`src/rtl/mem_port_arbiter_if.sv`:
```
// Bus bundle between the fetch port, the load/store port and the memory macro.
// The slave view belongs to the arbiter; the master view belongs to the requesters and the memory model.
interface mem_port_arbiter_if #(
  parameter int ADDR_W = 32,
  parameter int DATA_W = 32
);
  localparam int BE_W = DATA_W / 8;

  logic              if_req;
  logic [ADDR_W-1:0] if_addr;
  logic              if_gnt;
  logic              if_rvalid;
  logic [DATA_W-1:0] if_rdata;

  logic              d_req;
  logic              d_we;
  logic [BE_W-1:0]   d_be;
  logic [ADDR_W-1:0] d_addr;
  logic [DATA_W-1:0] d_wdata;
  logic              d_gnt;
  logic              d_rvalid;
  logic [DATA_W-1:0] d_rdata;

  logic              mem_en;
  logic              mem_we;
  logic [BE_W-1:0]   mem_be;
  logic [ADDR_W-1:0] mem_addr;
  logic [DATA_W-1:0] mem_wdata;
  logic [DATA_W-1:0] mem_rdata;

  modport slave (
    input  if_req, if_addr, d_req, d_we, d_be, d_addr, d_wdata, mem_rdata,
    output if_gnt, if_rvalid, if_rdata, d_gnt, d_rvalid, d_rdata,
           mem_en, mem_we, mem_be, mem_addr, mem_wdata
  );

  modport master (
    output if_req, if_addr, d_req, d_we, d_be, d_addr, d_wdata, mem_rdata,
    input  if_gnt, if_rvalid, if_rdata, d_gnt, d_rvalid, d_rdata,
           mem_en, mem_we, mem_be, mem_addr, mem_wdata
  );
endinterface

```
`src/rtl/mem_port_arbiter.sv`:
```
// Shares one single-port memory between instruction fetch and load/store, one access in flight.
// Data wins ties; a starvation counter forces a fetch grant after STARVE_MAX consecutive data wins.
module mem_port_arbiter #(
  parameter int ADDR_W     = 32,
  parameter int DATA_W     = 32,
  parameter int MEM_LAT    = 2,
  parameter int STARVE_MAX = 4
) (
  input  logic                  clk,
  input  logic                  reset,
  mem_port_arbiter_if.slave     bus,
  output logic                  busy
);

  typedef enum logic [1:0] {IDLE, WAIT, RESP} state_t;

  state_t            state, state_nxt;
  logic [2:0]        lat_cnt;
  logic [3:0]        starve_cnt;
  logic              owner_d;
  logic              owner_we;
  logic              if_rvalid_q, d_rvalid_q;
  logic [DATA_W-1:0] if_rdata_q, d_rdata_q;

  logic arb, fetch_forced, grant_d, grant_f, capture;

  // NOTE: every output of this block gets a default first, so no path leaves one unassigned and no latch is inferred.
  always_comb begin
    arb          = reset && (state == IDLE || state == RESP);
    fetch_forced = bus.if_req && (starve_cnt == 4'(STARVE_MAX));
    grant_d      = arb && bus.d_req && !fetch_forced;
    grant_f      = arb && bus.if_req && !grant_d;
    capture      = (state == WAIT) && (lat_cnt == 3'd0);

    bus.if_gnt    = grant_f;
    bus.d_gnt     = grant_d;
    bus.mem_en    = 1'b0;
    bus.mem_we    = 1'b0;
    bus.mem_be    = '0;
    bus.mem_addr  = '0;
    bus.mem_wdata = '0;
    if (grant_d) begin
      bus.mem_en    = 1'b1;
      bus.mem_we    = bus.d_we;
      bus.mem_be    = bus.d_be;
      bus.mem_addr  = bus.d_addr;
      bus.mem_wdata = bus.d_wdata;
    end else if (grant_f) begin
      bus.mem_en   = 1'b1;
      bus.mem_be   = '1;
      bus.mem_addr = bus.if_addr;
    end

    state_nxt = state;
    unique case (state)
      IDLE:    if (grant_d || grant_f) state_nxt = WAIT;
      WAIT:    if (capture) state_nxt = RESP;
      RESP:    state_nxt = (grant_d || grant_f) ? WAIT : IDLE;
      default: state_nxt = IDLE;
    endcase
  end

  // NOTE: sequential state uses non-blocking assignments so every register samples pre-edge values.
  always_ff @(posedge clk or negedge reset) begin
    if (!reset) begin
      state       <= IDLE;
      lat_cnt     <= 3'd0;
      starve_cnt  <= 4'd0;
      owner_d     <= 1'b0;
      owner_we    <= 1'b0;
      if_rvalid_q <= 1'b0;
      d_rvalid_q  <= 1'b0;
      if_rdata_q  <= '0;
      d_rdata_q   <= '0;
    end else begin
      state       <= state_nxt;
      if_rvalid_q <= capture && !owner_d;
      d_rvalid_q  <= capture && owner_d;

      if (grant_d || grant_f) begin
        owner_d  <= grant_d;
        owner_we <= grant_d && bus.d_we;
        lat_cnt  <= 3'(MEM_LAT - 1);
      end else if (state == WAIT && lat_cnt != 3'd0) begin
        lat_cnt <= lat_cnt - 3'd1;
      end

      // Store acks return zero data; the memory bus value is ignored for writes.
      if (capture) begin
        if (owner_d) d_rdata_q  <= owner_we ? '0 : bus.mem_rdata;
        else         if_rdata_q <= bus.mem_rdata;
      end

      if (arb) begin
        if (!bus.if_req || grant_f)                    starve_cnt <= 4'd0;
        else if (grant_d && starve_cnt != 4'(STARVE_MAX)) starve_cnt <= starve_cnt + 4'd1;
      end
    end
  end

  assign bus.if_rvalid = if_rvalid_q;
  assign bus.d_rvalid  = d_rvalid_q;
  assign bus.if_rdata  = if_rdata_q;
  assign bus.d_rdata   = d_rdata_q;
  assign busy          = (state != IDLE);

endmodule

```
`src/flat_wrapper.sv`:
```
// flat-port wrapper written by rule: the top's interface ports become plain ports
module mem_port_arbiter_flat 
#(
  parameter int ADDR_W     = 32,
  parameter int DATA_W     = 32,
  parameter int MEM_LAT    = 2,
  parameter int STARVE_MAX = 4
)
  (clk, reset, busy, bus_if_req, bus_if_addr, bus_d_req, bus_d_we, bus_d_be, bus_d_addr, bus_d_wdata, bus_mem_rdata, bus_if_gnt, bus_if_rvalid, bus_if_rdata, bus_d_gnt, bus_d_rvalid, bus_d_rdata, bus_mem_en, bus_mem_we, bus_mem_be, bus_mem_addr, bus_mem_wdata);
  mem_port_arbiter_if #(.ADDR_W(ADDR_W), .DATA_W(DATA_W)) bus_i ();
  input  logic clk;
  input  logic reset;
  output logic busy;
  input wire logic [$bits(bus_i.if_req)-1:0] bus_if_req;
  input wire logic [$bits(bus_i.if_addr)-1:0] bus_if_addr;
  input wire logic [$bits(bus_i.d_req)-1:0] bus_d_req;
  input wire logic [$bits(bus_i.d_we)-1:0] bus_d_we;
  input wire logic [$bits(bus_i.d_be)-1:0] bus_d_be;
  input wire logic [$bits(bus_i.d_addr)-1:0] bus_d_addr;
  input wire logic [$bits(bus_i.d_wdata)-1:0] bus_d_wdata;
  input wire logic [$bits(bus_i.mem_rdata)-1:0] bus_mem_rdata;
  output wire logic [$bits(bus_i.if_gnt)-1:0] bus_if_gnt;
  output wire logic [$bits(bus_i.if_rvalid)-1:0] bus_if_rvalid;
  output wire logic [$bits(bus_i.if_rdata)-1:0] bus_if_rdata;
  output wire logic [$bits(bus_i.d_gnt)-1:0] bus_d_gnt;
  output wire logic [$bits(bus_i.d_rvalid)-1:0] bus_d_rvalid;
  output wire logic [$bits(bus_i.d_rdata)-1:0] bus_d_rdata;
  output wire logic [$bits(bus_i.mem_en)-1:0] bus_mem_en;
  output wire logic [$bits(bus_i.mem_we)-1:0] bus_mem_we;
  output wire logic [$bits(bus_i.mem_be)-1:0] bus_mem_be;
  output wire logic [$bits(bus_i.mem_addr)-1:0] bus_mem_addr;
  output wire logic [$bits(bus_i.mem_wdata)-1:0] bus_mem_wdata;
  assign bus_i.if_req = bus_if_req;
  assign bus_i.if_addr = bus_if_addr;
  assign bus_i.d_req = bus_d_req;
  assign bus_i.d_we = bus_d_we;
  assign bus_i.d_be = bus_d_be;
  assign bus_i.d_addr = bus_d_addr;
  assign bus_i.d_wdata = bus_d_wdata;
  assign bus_i.mem_rdata = bus_mem_rdata;
  assign bus_if_gnt = bus_i.if_gnt;
  assign bus_if_rvalid = bus_i.if_rvalid;
  assign bus_if_rdata = bus_i.if_rdata;
  assign bus_d_gnt = bus_i.d_gnt;
  assign bus_d_rvalid = bus_i.d_rvalid;
  assign bus_d_rdata = bus_i.d_rdata;
  assign bus_mem_en = bus_i.mem_en;
  assign bus_mem_we = bus_i.mem_we;
  assign bus_mem_be = bus_i.mem_be;
  assign bus_mem_addr = bus_i.mem_addr;
  assign bus_mem_wdata = bus_i.mem_wdata;
  mem_port_arbiter #(.ADDR_W(ADDR_W), .DATA_W(DATA_W), .MEM_LAT(MEM_LAT), .STARVE_MAX(STARVE_MAX)) u_core (.clk(clk), .reset(reset), .bus(bus_i), .busy(busy));
endmodule
```
`config.mk`:
```
export PLATFORM = sky130hd
export DESIGN_NAME = mem_port_arbiter_flat
export DESIGN_NICKNAME = d
export VERILOG_FILES = /design/src/rtl/mem_port_arbiter_if.sv /design/src/rtl/mem_port_arbiter.sv /design/src/flat_wrapper.sv
export SDC_FILE = /design/constraint.sdc
export NUM_CORES = 1
export LEC_CHECK = 0
export ABC_AREA = 1
export CORE_ASPECT_RATIO = 1.4
export CORE_MARGIN = 2
export CORE_UTILIZATION = 35
export DETAILED_ROUTE_END_ITERATION = 12
export PLACE_DENSITY = 0.78
export SETUP_SLACK_MARGIN = 0.05
export SLEW_MARGIN = 20
export SYNTH_ARGS = -nofsm -noshare
export SYNTH_HDL_FRONTEND = slang
export SYNTH_SLANG_ARGS = --single-unit
```
`constraint.sdc`:
```
create_clock -name clk -period 1.9 [get_ports clk]
set_clock_uncertainty 0.15 [all_clocks]
set_input_delay 0.19 -clock clk [delete_from_list [all_inputs] [get_ports clk]]
set_output_delay 0.19 -clock clk [all_outputs]
set_load 0.01 [all_outputs]
```
# Yosys cells after proc, flatten, opt, wreduce, memory -nomap -nowiden

Index checks and enable logic that the tools add are counted.

Multiplexer cells: 17
Bitwise operators: 1
Equal/unequal tests: 6
$add $sub $neg: 2
Reductions and logical operators: 29

Operators by type and width:

| cell                                                               | number |
|---|---|
| 32-bit 2-to-1 mux                                                  | 4 |
| 4-bit 2-to-1 mux                                                   | 4 |
| 1-bit logical AND                                                  | 12 |
| 2-bit AND reduction                                                | 4 |
| 3-bit 2-to-1 mux                                                   | 2 |
| 2-bit case mux with 3 select lines                                 | 1 |
| 2-bit nonzero test                                                 | 3 |
| 4-bit by 1-bit adder with 4-bit output, second input constant      | 1 |
| 4-bit by 3-bit == test with 1-bit output, second input constant    | 1 |
| 1-bit logical NOT                                                  | 4 |
| 1-bit 2-to-1 mux                                                   | 4 |
| 2-bit 2-to-1 mux                                                   | 2 |
| 4-bit by 3-bit != test with 1-bit output, second input constant    | 1 |
| 3-bit logical NOT                                                  | 1 |
| 1-bit logical OR                                                   | 3 |
| 3-bit nonzero test                                                 | 1 |
| 3-bit by 1-bit subtractor with 3-bit output, second input constant | 1 |
| 2-bit by 1-bit == test with 1-bit output, second input constant    | 1 |
| 2-bit == test, second input constant                               | 1 |
| 2-bit logical NOT                                                  | 1 |
| 2-bit by 1-bit != test with 1-bit output, second input constant    | 1 |
| 2-bit != test, second input constant                               | 1 |
| 1-bit inverter                                                     | 1 |

Word-level logic and storage cells: 64
Output and inout port bits: 139
Register bits after elaboration: 77
Input port bits: 137

# Longest topological paths before layout

Gate-level depths: netlist of the first run.

Word-level depth: 10
Gate-level depth with buffers: 10
Mapped depth without buffers: 9

# Least setup slack after synthesis of the first run

Ideal clock, no wire load.

Path kind: register to output
From: register u_core.starve_cnt[0]
To: output port bus_mem_be[0]
Setup slack: 0.314 ns
Buffers on the path: 1
Stages on the path, launching flop included: 8
Arrival time: 1.246 ns
Data required time: 1.560 ns
Cell sequence: dfrtp_1 -> inv_1 -> ha_1 -> nand4_1 -> nand2_2 -> buf_2 -> nor2_1 -> nor2_1

Longest elaborated chain between the ends: 8

RTL lines:

| element                                    | RTL line               | source |
|---|---|---|
| start: declaration                         | mem_port_arbiter.sv:19 | `logic [3:0] starve_cnt;` |
| start signal: assignment                   | mem_port_arbiter.sv:96 | `else if (grant_d && starve_cnt != 4'(STARVE_MAX)) starve_cnt <= starve_cnt + 4'd1;` |
| 4-bit by 3-bit == test with 1-bit output * | mem_port_arbiter.sv:30 | `fetch_forced = bus.if_req && (starve_cnt == 4'(STARVE_MAX));` |
| 1-bit logical AND *                        | mem_port_arbiter.sv:30 |  |
| 1-bit logical NOT *                        | mem_port_arbiter.sv:31 | `grant_d = arb && bus.d_req && !fetch_forced;` |
| 1-bit logical AND *                        | mem_port_arbiter.sv:31 |  |
| 1-bit logical NOT                          | mem_port_arbiter.sv:32 | `grant_f = arb && bus.if_req && !grant_d;` |
| 1-bit logical AND                          | mem_port_arbiter.sv:32 |  |
| 4-bit 2-to-1 mux                           | mem_port_arbiter.sv:48 | `end else if (grant_f) begin` |
| 4-bit 2-to-1 mux *                         | mem_port_arbiter.sv:42 | `if (grant_d) begin` |
| end: declaration                           | flat_wrapper.sv:30     | `output wire logic [$bits(bus_i.mem_be)-1:0] bus_mem_be;` |

Mark *: on every way between the ends. The rest lies on a longest branch, timed or not.

# Worst setup path in the final report of the first run

From: register u_core.starve_cnt[0]
To: output port bus_mem_wdata[3]

Longest elaborated chain between the ends: 5

RTL lines:

| element                                  | RTL line               | source |
|---|---|---|
| 4-bit by 3-bit == test with 1-bit output | mem_port_arbiter.sv:30 |  |
| 1-bit logical AND                        | mem_port_arbiter.sv:30 |  |
| 1-bit logical NOT                        | mem_port_arbiter.sv:31 |  |
| 1-bit logical AND                        | mem_port_arbiter.sv:31 |  |
| 32-bit 2-to-1 mux                        | mem_port_arbiter.sv:42 |  |
| end: declaration                         | flat_wrapper.sv:32     | `output wire logic [$bits(bus_i.mem_wdata)-1:0] bus_mem_wdata;` |

No other way between the ends.

==> summary.md, run 1 <==
| Metric | Value |
|---|---|
| Starting Density | `36.1%` |
| Synth cell types | `23` |
| Synth Register Bits | `77` |
| Pwr Total | `10.0 mW` |
| Critical path data required time | `1.56 ns` |
| Static Leak | `4.09 nW` |
| Routed via count | `4,978` |
| Syn nets | `677` |
| Chip height | `129 um` |
| Worst vdd ir | `511 uV` |
| Seq/Total Area, Yosys | `49.1%` |
| Top Metal Used | `met4` |
| Htree depth | `3` |
| Routed Antenna Nets | `0` |
| RSZ-0062 raised after global routing | `true` |
| First-pass GRT wire length | `26,000 um` |
| CP arrival | `1.97 ns` |
| CTS buffer count | `9` |
| Period minus WS final | `2.31 ns` |
| Core box area | `10,900 um^2` |
| Worst hold path class | `input port to asynchronous set/reset pin` |
| Crit start category | `flop` |
| Cell area after synthesis | `3930 um^2` |
| Crit-path max FO | `8` |
| Critical path class | `flop to output pin` |
| Worst setup EP type | `output pin` |
| Routed len/inst | `18.1 um` |
| Clk root buf | `clkbuf_16` |
| Initial antenna violation count | `1` |
| YS warnings | `0` |
| Die width | `93.5 um` |
| Largest net degree at the start of global routing | `78` |
| Starting DRT DRC Count | `309` |
| Post-route setup slack | `-0.411 ns` |
| Global-route usage over all layers | `28.7%` |
| Clock transition at path regs | `0.06 ns` |
| Die area | `12,100 um^2` |
| Gpl congestion | `0.890` |
| Clk Latency, worst-skew pair | `0.33 ns` |
| IO Port Bufs | `275` |
| Status | `finished, violations left` |
| Post-Synthesis Cells | `536` |
| Overflow after GRT | `0` |
| Slew @ Worst Pin | `0.969 ns` |
| Met3 wire length | `2150 um` |
| Max-cap viol count | `0` |
| Met2 WL | `9120 um` |
| Final Cycle Share | `122%` |
| Max-slew violation count | `0` |
| Core Rows | `45` |
| Max clock buf depth | `2` |
| Power Dens Cells | `1250 nW/um^2` |
| Yosys top cell by area | `dfrtp_1` |
| Final hold vios | `0` |
| Vias/cell | `4.93` |
| Failing checks | `negative setup slack` |
| Length of routed wiring on met1 | `6390 um` |
| Sink Count | `77` |
| Mean Syn Cell Area | `7.32 um^2` |
| Residual DRC | `0` |
| Largest cells by area after synthesis | `dfrtp_1, nand2_1, nand3_1, inv_1, nor2_1` |
| Relative slew margins | `35.4%` |
| Final-stage net count | `1,003` |
| DRT Wirelength | `18,300 um` |
| Vias in the first global route | `4,865` |
| Post-DP HPWL | `12,800 um` |
| # IOs | `276` |
| # setup viols final | `71` |
| Placed instance count | `954` |
| Fraction of layout cells with a size suffix above 1 | `28.3%` |
| FMAX | `433 MHz` |
| Top-area cell type share of the netlist area | `49.1%` |
| CTS tree | `yes` |
| Fin cells | `1,009` |
| Synthesis-to-layout area growth | `105%` |
| Initial DRT Pass Iterations | `7` |
| Most frequent cells in the layout | `nand2_1, clkdlybuf4s50_1, dfrtp_1` |
## cell usage after synthesis (all sizes together)
cell    instances
nand2         243
dfrtp          77
nand3          68
inv            55
nor2           48
buf            25
o21ai           7
ha              4
clkbuf          3
a31oi           1
nand4           1
nor3            1
o211ai          1
or2             1
xor2            1
## final timing paths
check / start / end / slack [ns] / depth (start not counted)
worst max register to register: u_core.starve_cnt[0]$_DFFE_PN0P_ / u_core.owner_we$_DFFE_PN0P_ / 0.12 / 9
max in group asynchronous: reset / u_core.owner_we$_DFFE_PN0P_ / 0.87 / 3
worst min register to register: u_core.bus.d_rdata[8]$_DFFE_PN0P_ / u_core.bus.d_rdata[8]$_DFFE_PN0P_ / 0.33 / 2
worst max-delay path: u_core.starve_cnt[0]$_DFFE_PN0P_ / bus_mem_wdata[3] / -0.41 / 10
min in group clk: reset / u_core.starve_cnt[1]$_DFFE_PN0P_ / 0.17 / 5
worst min-delay path: reset / u_core.bus.if_rdata[7]$_DFFE_PN0P_ / 0.11 / 3
## where the power goes
part           internal (mW)  switching, mW  total, mW
Clock                   1.19          0.679       1.87
Combinational           2.77           2.54       5.31
Sequential              2.41          0.431       2.85
Total                   6.38           3.65       10.0
## cells by family (layout without fill, tap and decap cells)
family	count (synthesis)	in the layout	share of synthesized area, %
flip-flops	77	77	49.1
adder cells (fa/ha/maj)	4	4	1.28
XOR/XNOR	1	1	0.223
AO/OA/AOI/OAI	9	9	1.37
buffers and inverters	83	414	9.95
AND/OR/NAND/NOR	362	362	38.1
other	0	1	0
## through the flow
step | util, % | setup TNS, ns | instance area, um^2 | setup WS (ns) | hold slack (ns)
floorplan | - | 0 | 3930 | 0.314 | -0.256
global placement | 63.7 | -26.46 | 6920 | -0.490 | 0.311
detailed placement | 63.7 | -28.56 | 6920 | -0.533 | 0.314
CTS | 71.0 | -19.51 | 7710 | -0.353 | 0.137
global route | 73.9 | -28.98 | 8030 | -0.499 | 0.187
finish | 74.0 | -24.10 | 8040 | -0.411 | 0.106
## flip-flops by register name, summed over array words and instances, names as in the netlist
| name | flops |
|---|---|
| u_core.bus.d_rvalid | 1 |
| u_core.owner_we | 1 |
| u_core.lat_cnt | 3 |
| u_core.owner_d | 1 |
| u_core.bus.if_rvalid | 1 |
| u_core.bus.if_rdata | 32 |
| u_core.bus.d_rdata | 32 |
| u_core.starve_cnt | 4 |
| u_core.state | 2 |
## layout make-up
| cell class | count | area, um^2 |
|---|---|---|
| timing repair buffer | 342 | 3440 |
| timing repair inverter | 1 | 11.3 |
| fill | 776 | 2830 |
| tap | 141 | 176 |
| clock buffer | 11 | 243 |
| clock inverter | 5 | 83.8 |
| sequential | 77 | 1930 |
| multi-input combinational | 376 | 1930 |
| inverter | 55 | 229 |
| antenna | 1 | 2.50 |
## worst max-delay path, cell delays in order, from the launching register on
cell	delay, ns
dfrtp_1	0.39
inv_1	0.07
ha_2	0.19
nand4_1	0.16
nand2_4	0.16
buf_12	0.13
buf_12	0.14
buf_16	0.13
buf_6	0.10
nor2_1	0.03
buf_2	0.14
## what timing repair did
| action | in CTS | in global routing |
|---|---|---|
| setup buffers | 26 | 8 |
| gates resized for setup | 391 | 90 |
| hold endpoints to repair | 0 | 0 |
| cloned | 8 | 1 |
| hold buffers | 0 | 0 |
| pin swaps | 7 | 16 |
| setup endpoints to repair | 81 | 79 |
## per-layer routing
metal / up-vias / GRT usage (%)
met2: 298 / 49.6
met1: 2350 / 31.6
met3: 47 / 10.8
li1: 2283 / -
met4: 0 / 12.0
met5: - / 0
(Power assumes the default switching activity.)
==> run 2, diff against run 1 <==
--- a/config.mk
+++ b/config.mk
@@ -10,7 +10,9 @@
 export CORE_MARGIN = 2
 export CORE_UTILIZATION = 35
 export DETAILED_ROUTE_END_ITERATION = 12
+export GPL_ROUTABILITY_DRIVEN = 0
 export PLACE_DENSITY = 0.78
+export RECOVER_POWER = 50
 export SETUP_SLACK_MARGIN = 0.05
 export SLEW_MARGIN = 20
 export SYNTH_ARGS = -nofsm -noshare
==> run 2 against run 1 <==
  * Fmax shrank 0.25%
  * Final area down 0.12%
  * Critical path type unchanged
  * Worst setup slack worse by 0.0058 ns
  * Sequential share of layout area barely moved
  * Register-to-register slack hardly changed
  * Flip-flop and latch count is the same
  * Via count fell by 0.46%
  * The flow still finishes with violations (negative setup slack)
==> summary.md, run 2 (synthesis gave the netlist of run 1 again) <==
| Metric | Value |
|---|---|
| Placed instance count | `954` |
| Initial antenna violation count | `1` |
| Worst hold path class | `input port to flop` |
| Initial DRT Pass Iterations | `5` |
| Flop2flop setup slack | `0.11 ns` |
| Setup TNS | `-24.51 ns` |
| Critical path data required time | `1.56 ns` |
| CP bufs+invs | `6` |
| DRT Wirelength | `18,200 um` |
| Worst setup EP type | `output pin` |
| Power Dens Cells | `1250 nW/um^2` |
| Internal Power | `6.37 mW` |
| Sw frac | `36.4%` |
| Chip height | `129 um` |
| # IOs | `276` |
| Routed len/inst | `18.1 um` |
| Sw Pwr | `3.65 mW` |
| Core box area | `10,900 um^2` |
| Crit-path max FO | `8` |
| Clk root buf | `clkbuf_16` |
| FMAX | `432 MHz` |
| Critical path, cell by cell | `inv_1 -> ha_2 -> nand4_1 -> nand2_4 -> buf_12 -> buf_12 -> buf_16 -> buf_6 -> nor2_1 -> buf_2` |
| Vias in the first global route | `4,865` |
| Fraction of layout cells with a size suffix above 1 | `27.9%` |
| Residual DRC | `0` |
| Worst Hold End | `u_core.starve_cnt[1]$_DFFE_PN0P_` |
| Post-Place Worst Slack | `-0.533 ns` |
| Max clock buf depth | `2` |
| Period minus WS final | `2.32 ns` |
| Core Rows | `45` |
| Power share of the clock group | `18.7%` |
| Worst vdd ir | `512 uV` |
| Overflow after GRT | `0` |
| Sequential power share | `28.4%` |
| IO Port Bufs | `275` |
| Starting Density | `36.1%` |
| Max-slew violation count | `0` |
| Post-DP HPWL | `12,800 um` |
| RSZ-0062 raised after global routing | `true` |
| Failing checks | `negative setup slack` |
| First-pass GRT wire length | `26,000 um` |
| Crit start category | `flop` |
| Worst R2R Path Depth | `9` |
| Global-route usage over all layers | `28.7%` |
| Fillers | `781` |
| Most common cell after layout, fill and taps aside | `nand2_1` |
| Fin util | `73.9%` |
| Static Leak | `4.08 nW` |
| Critical path class | `flop to output pin` |
| Largest net degree at the start of global routing | `78` |
| Most used cell, CP | `buf_12` |
| Routed via count | `4,955` |
| Post-route setup slack | `-0.417 ns` |
| Starting DRT DRC Count | `297` |
| Sink Count | `77` |
| Most frequent cells in the layout | `nand2_1, clkdlybuf4s50_1, dfrtp_1` |
| CTS buffer count | `9` |
| CP arrival | `1.98 ns` |
| Synthesis-to-layout area growth | `104%` |
| R2R Path End | `u_core.owner_we$_DFFE_PN0P_` |
| Die width | `93.5 um` |
| Clock transition at path regs | `0.06 ns` |
| Combinational power share | `52.9%` |
| Final hold vios | `0` |
| # setup viols final | `71` |
| Pwr Total | `10.0 mW` |
| Slew @ Worst Pin | `1.04 ns` |
| Critical path depth | `10` |
| Hold path cells | `5` |
| Design area | `8030 um^2` |
| Vias/cell | `4.91` |
| Max incr delay on CP | `0.39 ns` |
| Final Cycle Share | `122%` |
| Final-stage net count | `1,003` |
| Htree depth | `3` |
| Routed Antenna Nets | `0` |
| Hold Crit Start | `reset` |
| Clk Latency, worst-skew pair | `0.34 ns` |
| FF-to-FF Start | `u_core.starve_cnt[0]$_DFFE_PN0P_` |
| Max-cap viol count | `0` |
| Relative slew margins | `30.6%` |
| Status | `finished, violations left` |
| Slowest-stage cell, CP | `dfrtp_1` |
| WHS | `0.181 ns` |
| Critical path's top delay family | `buffers and inverters` |
| CTS tree | `yes` |
| Die area | `12,100 um^2` |
| Placed inst area | `6920 um^2` |
| Fin cells | `1,009` |
run 2: repair_timing:
action                                  in CTS  in global routing
hold buffers                                 0                  0
setup buffers                               26                  8
pin swaps                                    7                 16
gates resized for setup                    391                 90
gates cloned                                 8                  1
endpoints found under the setup margin      81                 79
run 2: layout make-up:
type	count	area [um^2]	share of cell area (%)
Antenna cell	1	2.50	0.0312
Timing Repair Buffer	342	3430	42.7
Sequential cell	77	1930	24.0
Multi-Input combinational cell	376	1920	24.0
Clock inverter	5	83.8	1.04
Inverter	55	229	2.85
Timing Repair inverter	1	11.3	0.140
Tap cell	141	176	2.20
Clock buffer	11	243	3.02
run 2: worst min-delay path, cell delays in order:
cell and delay (ns):
clkbuf_1 0.12, nand2_4 0.11, nor2_4 0.04, nand3_1 0.08
o21ai_0 0.08
run 2: routing by layer:
metal	wire length [um]	GRT usage (%)
met5	0	0
met1	6370	31.6
met4	636	12.0
met2	9110	49.6
met3	2130	10.8
run 2: power groups by stage:
stage / logic, mW / clock network (mW) / registers, mW
floorplan: 1.65 / 0 / 3.15
global placement: 4.58 / 0 / 2.82
detailed placement: 4.69 / 0 / 2.86
CTS: 5.10 / 1.88 / 2.84
global route: 5.73 / 1.94 / 2.92
finish: 5.30 / 1.88 / 2.85
run 2: how the worst max path moves through the flow:
stage                                           startpoint               end  slack (ns)
after global placement                          bus_if_req  bus_mem_addr[20]       -0.49
final                     u_core.starve_cnt[0]$_DFFE_PN0P_  bus_mem_wdata[3]       -0.42
after detailed placement                        bus_if_req   bus_mem_addr[2]       -0.53
after global routing      u_core.starve_cnt[1]$_DFFE_PN0P_  bus_mem_addr[27]       -0.50
after floorplan           u_core.starve_cnt[0]$_DFFE_PN0P_     bus_mem_be[0]        0.31
after CTS                 u_core.starve_cnt[0]$_DFFE_PN0P_  bus_mem_addr[30]       -0.35
==> run 3, diff against run 2 <==
--- a/config.mk
+++ b/config.mk
@@ -12,7 +12,6 @@
 export DETAILED_ROUTE_END_ITERATION = 12
 export GPL_ROUTABILITY_DRIVEN = 0
 export PLACE_DENSITY = 0.78
-export RECOVER_POWER = 50
 export SETUP_SLACK_MARGIN = 0.05
 export SLEW_MARGIN = 20
 export SYNTH_ARGS = -nofsm -noshare
==> results of run 3 <==
Final layout, timing and power as in run 1 (identical DEF).
